**config.mk**
```make
export PLATFORM = sky130hd
export DESIGN_NAME = exec_alu_flat
export DESIGN_NICKNAME = d
export VERILOG_FILES = /design/src/rtl/exec_alu_if.sv /design/src/rtl/exec_alu.sv /design/src/flat_wrapper.sv
export SDC_FILE = /design/constraint.sdc
export NUM_CORES = 1
export LEC_CHECK = 0
export BUFFER_PORTS_ARGS = -buffer_cell sky130_fd_sc_hd__buf_2
export CORE_UTILIZATION = 57
export DETAILED_ROUTE_END_ITERATION = 6
export GPL_TIMING_DRIVEN = 0
export PLACE_DENSITY_LB_ADDON = 0.1
export SYNTH_ARGS = -nofsm -noshare
export SYNTH_HDL_FRONTEND = slang
export SYNTH_SLANG_ARGS = --single-unit
```
**constraint.sdc**
```tcl
create_clock -name clk -period 3.4 [get_ports clk]
set_input_delay 0.68 -clock clk [delete_from_list [all_inputs] [get_ports clk]]
set_output_delay 0.68 -clock clk [all_outputs]
set_load 0.01 [all_outputs]
```
**src/rtl/exec_alu_if.sv**
```systemverilog
// -----------------------------------------------------------------------------
// exec_alu_if -- operation/result bundle for the exec_alu execution unit.
//
// Signals (direction as seen by the ALU, i.e. the slave modport):
//   in_valid    in   op/src/dst/flag_we present this cycle
//   in_ready    out  ALU can accept an op this cycle
//   op          in   4-bit operation select
//   src, dst    in   WIDTH-bit operands
//   flag_we     in   op updates the CCR when it completes
//   flush       in   abort any in-flight multiply, block acceptance
//   ccr_restore in   reload CCR from ccr_in (interrupt return)
//   ccr_in      in   CCR reload value {C,V,N,Z}
//   out_valid   out  result valid for this one cycle
//   result      out  WIDTH-bit result, held while out_valid is low
//   ccr         out  condition codes {C,V,N,Z}
//   busy        out  multiply in progress
// -----------------------------------------------------------------------------
interface exec_alu_if #(
  parameter int WIDTH = 16
);
  logic             in_valid;
  logic             in_ready;
  logic [3:0]       op;
  logic [WIDTH-1:0] src;
  logic [WIDTH-1:0] dst;
  logic             flag_we;
  logic             flush;
  logic             ccr_restore;
  logic [3:0]       ccr_in;
  logic             out_valid;
  logic [WIDTH-1:0] result;
  logic [3:0]       ccr;
  logic             busy;

  // Issuing side (pipeline / testbench).
  modport master (
    output in_valid, op, src, dst, flag_we, flush, ccr_restore, ccr_in,
    input  in_ready, out_valid, result, ccr, busy
  );

  // ALU side.
  modport slave (
    input  in_valid, op, src, dst, flag_we, flush, ccr_restore, ccr_in,
    output in_ready, out_valid, result, ccr, busy
  );
endinterface

```
**src/rtl/exec_alu.sv**
```systemverilog
// -----------------------------------------------------------------------------
// exec_alu -- execution-stage ALU with condition codes and an iterative
// shift-add multiplier.
//
// Ports:
//   clk  single clock, rising edge
//   rst  asynchronous active-high reset
//   bus  exec_alu_if.slave (handshake, operands, result, CCR, busy)
//
// Parameters:
//   WIDTH   operand/result width, 8..32
//   MUL_EN  1 = MUL runs the iterative multiplier, 0 = MUL acts as PASS
//
// Single-cycle ops register their result and flags on the accepting edge and
// raise out_valid for the following cycle, so they can issue back to back.
// MUL spends WIDTH cycles in S_MUL (one shift-add step each) and one cycle in
// S_DONE presenting the product; in_ready is low and busy high throughout.
// -----------------------------------------------------------------------------
module exec_alu #(
  parameter int WIDTH  = 16,
  parameter bit MUL_EN = 1'b1
) (
  input logic        clk,
  input logic        rst,
  exec_alu_if.slave  bus
);

  localparam int CW = $clog2(WIDTH);

  typedef enum logic [1:0] {
    S_IDLE = 2'd0,
    S_MUL  = 2'd1,
    S_DONE = 2'd2
  } state_e;

  typedef enum logic [3:0] {
    OP_PASS = 4'd0,
    OP_ADD  = 4'd1,
    OP_SUB  = 4'd2,
    OP_NOT  = 4'd3,
    OP_AND  = 4'd4,
    OP_OR   = 4'd5,
    OP_SHL  = 4'd6,
    OP_SHR  = 4'd7,
    OP_INC  = 4'd8,
    OP_DEC  = 4'd9,
    OP_MUL  = 4'd10
  } op_e;

  // Condition codes are packed {C,V,N,Z}.
  function automatic logic [3:0] pack_ccr(input logic c, input logic v,
                                          input logic [WIDTH-1:0] r);
    return {c, v, r[WIDTH-1], (r == '0)};
  endfunction

  // ---------------------------------------------------------------------------
  // State
  // ---------------------------------------------------------------------------
  state_e           state_q,     state_d;
  logic [CW-1:0]    cnt_q,       cnt_d;
  logic [WIDTH-1:0] mcand_q,     mcand_d;
  logic [WIDTH-1:0] mplier_q,    mplier_d;
  logic [WIDTH-1:0] acc_q,       acc_d;
  logic             flag_pend_q, flag_pend_d;
  logic [WIDTH-1:0] result_q,    result_d;
  logic             out_valid_q, out_valid_d;
  logic [3:0]       ccr_q,       ccr_d;
  logic             in_ready_q,  in_ready_d;
  logic             busy_q,      busy_d;

  // ---------------------------------------------------------------------------
  // Single-cycle datapath
  // ---------------------------------------------------------------------------
  op_e              op;
  logic             accept;
  logic [4:0]       sh_amt;
  logic [WIDTH:0]   shl_ext;
  logic [WIDTH:0]   shr_ext;
  logic [WIDTH-1:0] add_a;
  logic [WIDTH-1:0] add_b;
  logic [WIDTH-1:0] add_bx;
  logic             add_sub;
  logic             add_use;
  logic [WIDTH:0]   add_sum;
  logic [WIDTH-1:0] alu_res;
  logic             alu_c;
  logic             alu_v;
  logic [WIDTH-1:0] acc_step;
  logic             mul_last;

  assign op     = op_e'(bus.op);
  assign accept = bus.in_valid & in_ready_q & ~bus.flush;
  assign sh_amt = bus.src[4:0];

  // One spare bit catches the last bit shifted out; amounts >= WIDTH shift
  // the whole operand away, leaving a zero result.
  assign shl_ext = {1'b0, bus.dst} << sh_amt;
  assign shr_ext = {bus.dst, 1'b0} >> sh_amt;

  // NOTE: every value written in always_comb gets a default first, otherwise a
  // path that skips the assignment would infer a latch.
  always_comb begin
    add_a   = bus.dst;
    add_b   = bus.src;
    add_sub = 1'b0;
    add_use = 1'b0;
    alu_res = bus.dst;
    alu_c   = 1'b0;
    alu_v   = 1'b0;

    case (op)
      OP_ADD: add_use = 1'b1;
      OP_SUB: begin
        add_use = 1'b1;
        add_sub = 1'b1;
      end
      OP_INC: begin
        add_a   = bus.src;
        add_b   = WIDTH'(1);
        add_use = 1'b1;
      end
      OP_DEC: begin
        add_a   = bus.src;
        add_b   = WIDTH'(1);
        add_use = 1'b1;
        add_sub = 1'b1;
      end
      OP_NOT: alu_res = ~bus.src;
      OP_AND: alu_res = bus.dst & bus.src;
      OP_OR:  alu_res = bus.dst | bus.src;
      OP_SHL: begin
        alu_res = shl_ext[WIDTH-1:0];
        alu_c   = shl_ext[WIDTH];
      end
      OP_SHR: begin
        alu_res = shr_ext[WIDTH:1];
        alu_c   = shr_ext[0];
      end
      default: alu_res = bus.dst;  // PASS, reserved codes, MUL when disabled
    endcase

    // Subtract as a + ~b + 1; the carry out is then the inverse of the borrow.
    add_bx  = add_sub ? ~add_b : add_b;
    add_sum = {1'b0, add_a} + {1'b0, add_bx} + {{WIDTH{1'b0}}, add_sub};

    if (add_use) begin
      alu_res = add_sum[WIDTH-1:0];
      alu_c   = add_sum[WIDTH] ^ add_sub;
      alu_v   = (add_a[WIDTH-1] == add_bx[WIDTH-1]) &&
                (add_sum[WIDTH-1] != add_a[WIDTH-1]);
    end
  end

  // One shift-add step: only the low WIDTH product bits are kept, so the
  // multiplicand can simply shift left inside a WIDTH-bit register.
  assign acc_step = mplier_q[0] ? (acc_q + mcand_q) : acc_q;
  assign mul_last = (cnt_q == CW'(WIDTH - 1));

  // ---------------------------------------------------------------------------
  // Next-state logic
  // ---------------------------------------------------------------------------
  always_comb begin
    state_d     = state_q;
    cnt_d       = cnt_q;
    mcand_d     = mcand_q;
    mplier_d    = mplier_q;
    acc_d       = acc_q;
    flag_pend_d = flag_pend_q;
    result_d    = result_q;
    out_valid_d = 1'b0;          // out_valid is a one-cycle pulse
    ccr_d       = ccr_q;
    in_ready_d  = in_ready_q;
    busy_d      = busy_q;

    if (bus.flush) begin
      // Abort anything in flight; result and CCR keep their old values.
      state_d    = S_IDLE;
      cnt_d      = '0;
      in_ready_d = 1'b1;
      busy_d     = 1'b0;
    end else begin
      case (state_q)
        S_IDLE: begin
          if (accept) begin
            if (MUL_EN && (op == OP_MUL)) begin
              state_d     = S_MUL;
              cnt_d       = '0;
              mcand_d     = bus.dst;
              mplier_d    = bus.src;
              acc_d       = '0;
              flag_pend_d = bus.flag_we;
              in_ready_d  = 1'b0;
              busy_d      = 1'b1;
            end else begin
              result_d    = alu_res;
              out_valid_d = 1'b1;
              if (bus.flag_we) ccr_d = pack_ccr(alu_c, alu_v, alu_res);
            end
          end
        end

        S_MUL: begin
          acc_d    = acc_step;
          mcand_d  = mcand_q << 1;
          mplier_d = mplier_q >> 1;
          if (mul_last) begin
            state_d     = S_DONE;
            result_d    = acc_step;
            out_valid_d = 1'b1;
            if (flag_pend_q) ccr_d = pack_ccr(1'b0, 1'b0, acc_step);
          end else begin
            cnt_d = cnt_q + CW'(1);
          end
        end

        S_DONE: begin
          state_d    = S_IDLE;
          cnt_d      = '0;
          in_ready_d = 1'b1;
          busy_d     = 1'b0;
        end

        default: begin
          state_d    = S_IDLE;
          cnt_d      = '0;
          in_ready_d = 1'b1;
          busy_d     = 1'b0;
        end
      endcase
    end

    // An interrupt-return reload wins over any flag update on the same edge.
    if (bus.ccr_restore) ccr_d = bus.ccr_in;
  end

  // ---------------------------------------------------------------------------
  // Registers
  // ---------------------------------------------------------------------------
  // NOTE: sequential state uses non-blocking assignments so every flop samples
  // the pre-edge value of every other flop, independent of statement order.
  always_ff @(posedge clk or posedge rst) begin
    if (rst) begin
      state_q     <= S_IDLE;
      cnt_q       <= '0;
      mcand_q     <= '0;
      mplier_q    <= '0;
      acc_q       <= '0;
      flag_pend_q <= 1'b0;
      result_q    <= '0;
      out_valid_q <= 1'b0;
      ccr_q       <= 4'b0000;
      in_ready_q  <= 1'b1;
      busy_q      <= 1'b0;
    end else begin
      state_q     <= state_d;
      cnt_q       <= cnt_d;
      mcand_q     <= mcand_d;
      mplier_q    <= mplier_d;
      acc_q       <= acc_d;
      flag_pend_q <= flag_pend_d;
      result_q    <= result_d;
      out_valid_q <= out_valid_d;
      ccr_q       <= ccr_d;
      in_ready_q  <= in_ready_d;
      busy_q      <= busy_d;
    end
  end

  assign bus.in_ready  = in_ready_q;
  assign bus.out_valid = out_valid_q;
  assign bus.result    = result_q;
  assign bus.ccr       = ccr_q;
  assign bus.busy      = busy_q;

endmodule

```
**src/flat_wrapper.sv**
```systemverilog
// flat-port wrapper written by rule: the top's interface ports become plain ports
module exec_alu_flat 
#(
  parameter int WIDTH  = 16,
  parameter bit MUL_EN = 1'b1
)
  (clk, rst, bus_in_valid, bus_op, bus_src, bus_dst, bus_flag_we, bus_flush, bus_ccr_restore, bus_ccr_in, bus_in_ready, bus_out_valid, bus_result, bus_ccr, bus_busy);
  exec_alu_if #(.WIDTH(WIDTH)) bus_i ();
  input logic clk;
  input logic rst;
  input wire logic [$bits(bus_i.in_valid)-1:0] bus_in_valid;
  input wire logic [$bits(bus_i.op)-1:0] bus_op;
  input wire logic [$bits(bus_i.src)-1:0] bus_src;
  input wire logic [$bits(bus_i.dst)-1:0] bus_dst;
  input wire logic [$bits(bus_i.flag_we)-1:0] bus_flag_we;
  input wire logic [$bits(bus_i.flush)-1:0] bus_flush;
  input wire logic [$bits(bus_i.ccr_restore)-1:0] bus_ccr_restore;
  input wire logic [$bits(bus_i.ccr_in)-1:0] bus_ccr_in;
  output wire logic [$bits(bus_i.in_ready)-1:0] bus_in_ready;
  output wire logic [$bits(bus_i.out_valid)-1:0] bus_out_valid;
  output wire logic [$bits(bus_i.result)-1:0] bus_result;
  output wire logic [$bits(bus_i.ccr)-1:0] bus_ccr;
  output wire logic [$bits(bus_i.busy)-1:0] bus_busy;
  assign bus_i.in_valid = bus_in_valid;
  assign bus_i.op = bus_op;
  assign bus_i.src = bus_src;
  assign bus_i.dst = bus_dst;
  assign bus_i.flag_we = bus_flag_we;
  assign bus_i.flush = bus_flush;
  assign bus_i.ccr_restore = bus_ccr_restore;
  assign bus_i.ccr_in = bus_ccr_in;
  assign bus_in_ready = bus_i.in_ready;
  assign bus_out_valid = bus_i.out_valid;
  assign bus_result = bus_i.result;
  assign bus_ccr = bus_i.ccr;
  assign bus_busy = bus_i.busy;
  exec_alu #(.WIDTH(WIDTH), .MUL_EN(MUL_EN)) u_core (.clk(clk), .rst(rst), .bus(bus_i));
endmodule
```
==> results of run 1 <==
==> cell type report <==
type                       instances  area, um^2
multi-input combinational        869        6400
fill                            1105        3770
sequential                        78        1950
timing repair buffer             108         737
buffer                            81         578
clock buffer                      10         229
tap                              180         225
inverter                          25        98.8
clock inverter                     6        93.8
antenna                            1        2.50
==> flip-flops by register name, indices dropped and copies added, names as in the netlist <==
name and flops:
u_core.mplier_q 16, u_core.acc_q 16, u_core.cnt_q 4, u_core.bus.ccr 4, u_core.bus.busy 1, u_core.flag_pend_q 1, u_core.bus.in_ready 1, u_core.state_q 2
u_core.bus.result 16, u_core.mcand_q 16, u_core.bus.out_valid 1
==> critical path, stage by stage <==
cell and delay [ns]:
buf_8 0.10, buf_8 0.12, buf_12 0.13, buf_12 0.12, nand2_8 0.11, clkbuf_16 0.17, nand2_4 0.05, xnor2_2 0.13
ha_1 0.35, buf_4 0.16, buf_4 0.13, nand3b_1 0.09, a21oi_2 0.06, o31ai_1 0.34, a21oi_1 0.16, xnor2_1 0.34
a22oi_1 0.17, nor4_1 0.31, nand3_1 0.12, o21ai_1 0.15
==> how the worst min path moves through the flow <==
stage	from	end	slack, ns	depth (start not counted)
CTS	rst	u_core.acc_q[5]	0.25	2
global placement	u_core.bus.result[15]	u_core.bus.result[15]	0.45	2
global route	rst	u_core.cnt_q[1]	0.26	2
finish	rst	u_core.acc_q[5]	0.25	2
floorplan	u_core.mplier_q[15]	u_core.mplier_q[15]	0.45	2
detailed placement	u_core.bus.result[15]	u_core.bus.result[15]	0.46	2
==> timing repair <==
action | CTS | global route
pin swaps | 33 | 45
gates resized for setup | 77 | 37
endpoints found under the setup margin | 17 | 14
buffers inserted | 38 | 16
==> report_power, final <==
part	leakage [nW]	switching, mW	internal (mW)
Clock	0.153	0.411	0.649
Sequential	1.01	0.124	1.10
Combinational	3.28	1.07	0.767
==> synth_stat cells, drive strengths merged, types with 10 or more instances <==
library cell,instances
o211ai,15
a21o,11
inv,25
nand2b,12
nand3,14
a211oi,17
buf,30
mux4,11
nand2,141
o21ai,116
nor2b,13
o22ai,11
nor2,68
o21a,14
xnor2,31
ha,31
nand3b,10
clkbuf,62
nor3,16
mux2,35
a21oi,85
dfrtp,77
mux2i,53
==> metal layers <==
| metal | routed length (um) | up-vias |
|---|---|---|
| li1 | - | 4162 |
| met2 | 14100 | 669 |
| met1 | 13400 | 4565 |
| met4 | 1650 | 0 |
| met3 | 3640 | 137 |
| met5 | 0 | - |
==> stage by stage <==
| step | TNS (ns) | cells | instance area, um^2 | util, % |
|---|---|---|---|---|
| final | -1.93 | 1358 | 10300 | 73.2 |
| after global routing | -2.57 | 1358 | 10300 | 73.2 |
| after CTS | -0.860 | 1345 | 10100 | 71.4 |
| after detailed placement | -14.49 | 1299 | 9160 | 65.0 |
| after global placement | -32.93 | 1298 | 9130 | 64.8 |
| after floorplan | -1.50 | 1064 | 8640 | - |
==> logic make-up (layout without fill, tap and decap cells) <==
family	count (synthesis)	count (layout)	synth area share, %
adders and majority gates	38	38	5.73
xor gates and xnor gates	37	37	3.89
buffers and inverters	117	230	5.79
other	0	1	0
muxes	99	99	14.1
and+or+nand+nor	324	324	18.4
AOI/OAI and AO/OA	371	371	28.6
DFF	78	78	23.4
==> flow_summary.yaml, run 1 <==
synthesis:
  synth_edf_count: 0
  synth_warnings: 0
  synthesis.nets: 1143
  syn_area_per_cell_um2: 7.84
  syn-cell-area_mm2: 0.00834
  synth_area_leaders: "dfrtp_1 23%, mux2i_1 6.4%, nand2_1 6.3%, o21ai_0 6.3%, a21oi_1 5.1%"
  synth_cell_types: 84
  synth_area_leader_cell: "dfrtp_1"
  synth-seq-cells: 78
  synth_flop_cell: "dfrtp_1"
  synth_seq_area_share_pct: 23.4
  synth_top_area_share_pct: 23.1
  async_flop_share_pct: 100
  synthCells: 1064
power_and_ir_drop:
  p_leak_nw: 4.44
  power_density_mw_per_mm2: 399
  ir_drop_uv: 387
  power_mw: 4.12
global_route:
  gr-total-overflow: 0
  grt_pass1_vias: 8736
  grt.total_usage_pct: 43.6
  grt_max_degree: 67
  grt_pass1_wl_mm: 49.3
  grt_util_met3_pct: 9.41
  antenna_found_initial: 1
  met1_usage_pct: 59.8
  met2_usage_pct: 65.6
  busiest_layer: "met2"
sta:
  worst_slack_ns: -0.336
  hold_violations: 0
  max_freq_ghz: 0.268
  slew_viol_final: 0
  min_period_ns: 3.74
  rsz0062_at_grt: "yes"
  min_period_over_period_pct: 110
  setup_viol: 12
  finClkSkew_ns: 0.0104
  relSlewSlack_pct: 44.9
  whs_ns: 0.249
  tightest_slew_ns: 0.827
cells_and_area:
  num-nets-final: 1251
  synthToLayoutAreaGrowth_pct: 23.8
  final_common_cell: "nand2_1"
  final_cell_mix: "135 x nand2_1, 95 x o21ai_0, 77 x dfrtp_1"
  drive_above_1_share_pct: 23.3
setup_path:
  reg2reg_slack_ns: 0.01
  critPathCapture: "u_core.bus.ccr[0]"
  critPathRequiredTime_ns: 3.67
  r2r_cells: 11
  worstSetupPathType: "primary input to flop"
  end_kind: "flop"
  timing.rr.start: "u_core.acc_q[0]"
  critical_path.max_fanout: 6
  cp.arrival_ns: 4.00
  r2r_end: "u_core.bus.ccr[0]"
  startpoint: "bus_op[3]"
  startpoint_type: "primary input"
floorplan:
  dieArea_mm2: 0.0151
  die_w_um: 123
  num_rows: 43
  core_mm2: 0.0141
  ios: 69
  initial_utilization_pct: 59.2
  die_h_um: 123
cts:
  clockBufferDepth: 2
  clock_latency_ns: 0.35
  root_buffer: "clkbuf_16"
  numCtsBuffers: 9
  cts_hold_buf: 0
  cts_tree: "done"
  htreeDepth: 3
  cts_sinks: 78
  clkTransAtPathRegs_ns: 0.06
routing:
  vias_per_cell: 7.02
  drt-pass1-iter-count: 7
  routed_wl_mm: 32.8
  drtIter0Drc: 1119
  wire_per_inst_um: 24.1
  vias: 9533
  drc_errors: 1
  antenna_left: 0
outcome:
  status: "complete, but fails checks"
  failed_checks: "DRC, setup timing"
placed_design:
  dp_slack_ns: -1.14
  gp_routability_congestion: 1.05
  dp_hpwl_mm: 23.0
  io_buffers: 54
worst_hold_path:
  hp-class: "primary input to asynchronous set/reset pin"
run:
  maxCapViolCount: 0
Note: power is estimated with default switching activity, not from simulation.
==> inputs of run 2 (changes only) <==
--- a/config.mk
+++ b/config.mk
@@ -6,6 +6,8 @@
 export NUM_CORES = 1
 export LEC_CHECK = 0
 export BUFFER_PORTS_ARGS = -buffer_cell sky130_fd_sc_hd__buf_2
+export CAP_MARGIN = 30
+export CORE_ASPECT_RATIO = 0.9
 export CORE_UTILIZATION = 57
 export DETAILED_ROUTE_END_ITERATION = 6
 export GPL_TIMING_DRIVEN = 0
==> flow_summary.yaml, run 2 (synthesis gave the netlist of run 1 again) <==
setup_path:
  crit_path_max_incr_delay_ns: 0.37
  startpoint: "bus_op[1]"
  crit_family: "compound AO/OA/AOI/OAI gates"
  path_depth: 19
  critPathRequiredTime_ns: 3.67
  r2r_end: "u_core.bus.ccr[0]"
  worstSetupPathType: "primary input to flop"
  r2r_cells: 11
  critical_path.max_fanout: 10
  path_cells: "buf_12, buf_8, inv_6, clkbuf_16, nand3_4, a21oi_4, buf_12, xnor2_4, inv_2, fa_2, nor2b_4, o31a_1, o21ai_1, xnor2_1, a211oi_2, nand4_1, nor4_4, nand3_1, o21ai_1"
  critPathCapture: "u_core.bus.ccr[0]"
  startpoint_type: "primary input"
  cp.arrival_ns: 3.89
  end_kind: "flop"
  slowest_stage: "fa_2"
  timing.rr.start: "u_core.acc_q[0]"
  worstPathBufferInverterCount: 6
  reg2reg_slack_ns: 0.01
outcome:
  failed_checks: "setup timing"
  status: "complete, but fails checks"
power_and_ir_drop:
  p_leak_nw: 4.40
  power_mw: 4.04
  ir_drop_uv: 327
  power_density_mw_per_mm2: 394
floorplan:
  die_h_um: 117
  ios: 69
  initial_utilization_pct: 58.9
  core_mm2: 0.0142
  die_w_um: 130
  dieArea_mm2: 0.0151
  num_rows: 41
global_route:
  grt_max_degree: 49
  grt_pass1_wl_mm: 47.9
  grt_pass1_vias: 8357
  gr-total-overflow: 0
  antenna_found_initial: 0
  grt.total_usage_pct: 42.7
cts:
  clock_latency_ns: 0.34
  clockBufferDepth: 2
  cts_sinks: 78
  cts_tree: "done"
  numCtsBuffers: 9
  root_buffer: "clkbuf_16"
  cts_hold_buf: 0
  htreeDepth: 3
  clkTransAtPathRegs_ns: 0.07
cells_and_area:
  final_cell_mix: "136 x nand2_1, 95 x o21ai_0, 77 x dfrtp_1"
  final_area_mm2: 0.0103
  num-nets-final: 1245
  antenna_cells: 0
  drive_above_1_share_pct: 22.8
  stdcell_count: 1364
  synthToLayoutAreaGrowth_pct: 23.1
  final_common_cell: "nand2_1"
routing:
  drc_errors: 0
  dr_wl_met3_mm: 3.87
  drtIter0Drc: 1304
  vias_per_cell: 6.88
  wl_met1_mm: 13.4
  antenna_left: 0
  top_layer: "met4"
  drt-pass1-iter-count: 6
  wire_per_inst_um: 23.6
  dr_wl_met2_mm: 13.9
  routed_wl_mm: 32.2
  vias: 9385
sta:
  relSlewSlack_pct: 38.4
  min_period_over_period_pct: 106
  hold_violations: 0
  worst_slack_ns: -0.219
  max_freq_ghz: 0.276
  slew_viol_final: 0
  rsz0062_at_grt: "yes"
  setup_viol: 8
  tightest_slew_ns: 0.911
  min_period_ns: 3.62
  finClkSkew_ns: 0.00716
placed_design:
  dp_hpwl_mm: 23.4
  gp_routability_congestion: 1.04
  dp_slack_ns: -1.20
  place_inst: 1312
  dpl_cell_area_mm2: 0.00918
  io_buffers: 54
run:
  maxCapViolCount: 0
worst_hold_path:
  hp-class: "primary input to asynchronous set/reset pin"
[run 2: changes by cell type in the layout (fill, tap and decap cells not counted), moves of 2 or more]
cell and change:
nor4_1 -2, inv_6 +3, a21oi_1 -3, o21ai_1 +3
a31oi_2 -2, clkbuf_8 +3, clkinv_4 -2, o21ai_2 -3
a21oi_2 +4, buf_4 -4
[run 2: worst reg2reg max path, cell delays in order (launching register included)]
cell and delay (ns):
dfrtp_1 0.41, ha_1 0.26, fa_1 0.44, a211oi_1 0.50, o21ai_0 0.30, a21o_1 0.22, a41oi_1 0.25, xnor2_1 0.09
mux2i_1 0.23, nor4b_1 0.40, a31oi_1 0.13, o21ai_1 0.10
[run 2: worst min path at each step]
stage / startpoint / to / slack [ns] / cells past startpoint
5_1_grt: rst / u_core.bus.result[1] / 0.39 / 2
2_1_floorplan: u_core.mplier_q[15] / u_core.mplier_q[15] / 0.45 / 2
6_report: rst / u_core.bus.result[1] / 0.34 / 2
3_3_place_gp: u_core.bus.result[15] / u_core.bus.result[15] / 0.45 / 2
4_1_cts: rst / u_core.bus.result[1] / 0.36 / 2
3_5_place_dp: u_core.bus.result[14] / u_core.bus.result[14] / 0.46 / 2
[run 2: area by class of cell]
cell class	count	area (um^2)
sequential	78	1950
clock buffer	11	243
timing repair buffer	103	713
tap	193	241
fill	1175	3890
inverter	25	101
multi-input combinational	869	6390
buffer	80	558
clock inverter	5	63.8
[run 2: power by group]
group	internal (mW)	total [mW]	switching, mW
clock network	0.597	1.01	0.410
registers	1.10	1.22	0.123
logic	0.761	1.81	1.05
[run 2: stage by stage]
| step | utilization [%] | TNS (ns) | hold WS, ns |
|---|---|---|---|
| final | 72.5 | -0.804 | 0.344 |
| after global routing | 72.5 | -1.81 | 0.385 |
| after CTS | 70.9 | -0.545 | 0.358 |
| after detailed placement | 64.8 | -14.92 | 0.463 |
| after global placement | 64.6 | -33.68 | 0.448 |
| after floorplan | - | -1.50 | 0.449 |
[run 2: repair_timing]
action | 4_1_cts | 5_1_grt
gates resized for setup | 73 | 38
buffers inserted | 37 | 11
endpoints found under the setup margin | 17 | 15
pin swaps | 34 | 33
[run 2: metal layers]
metal | vias up | track usage, %
met5 | - | 0
met4 | 0 | 16.9
met3 | 102 | 10.0
met2 | 682 | 63.2
met1 | 4443 | 60.3
li1 | 4158 | -
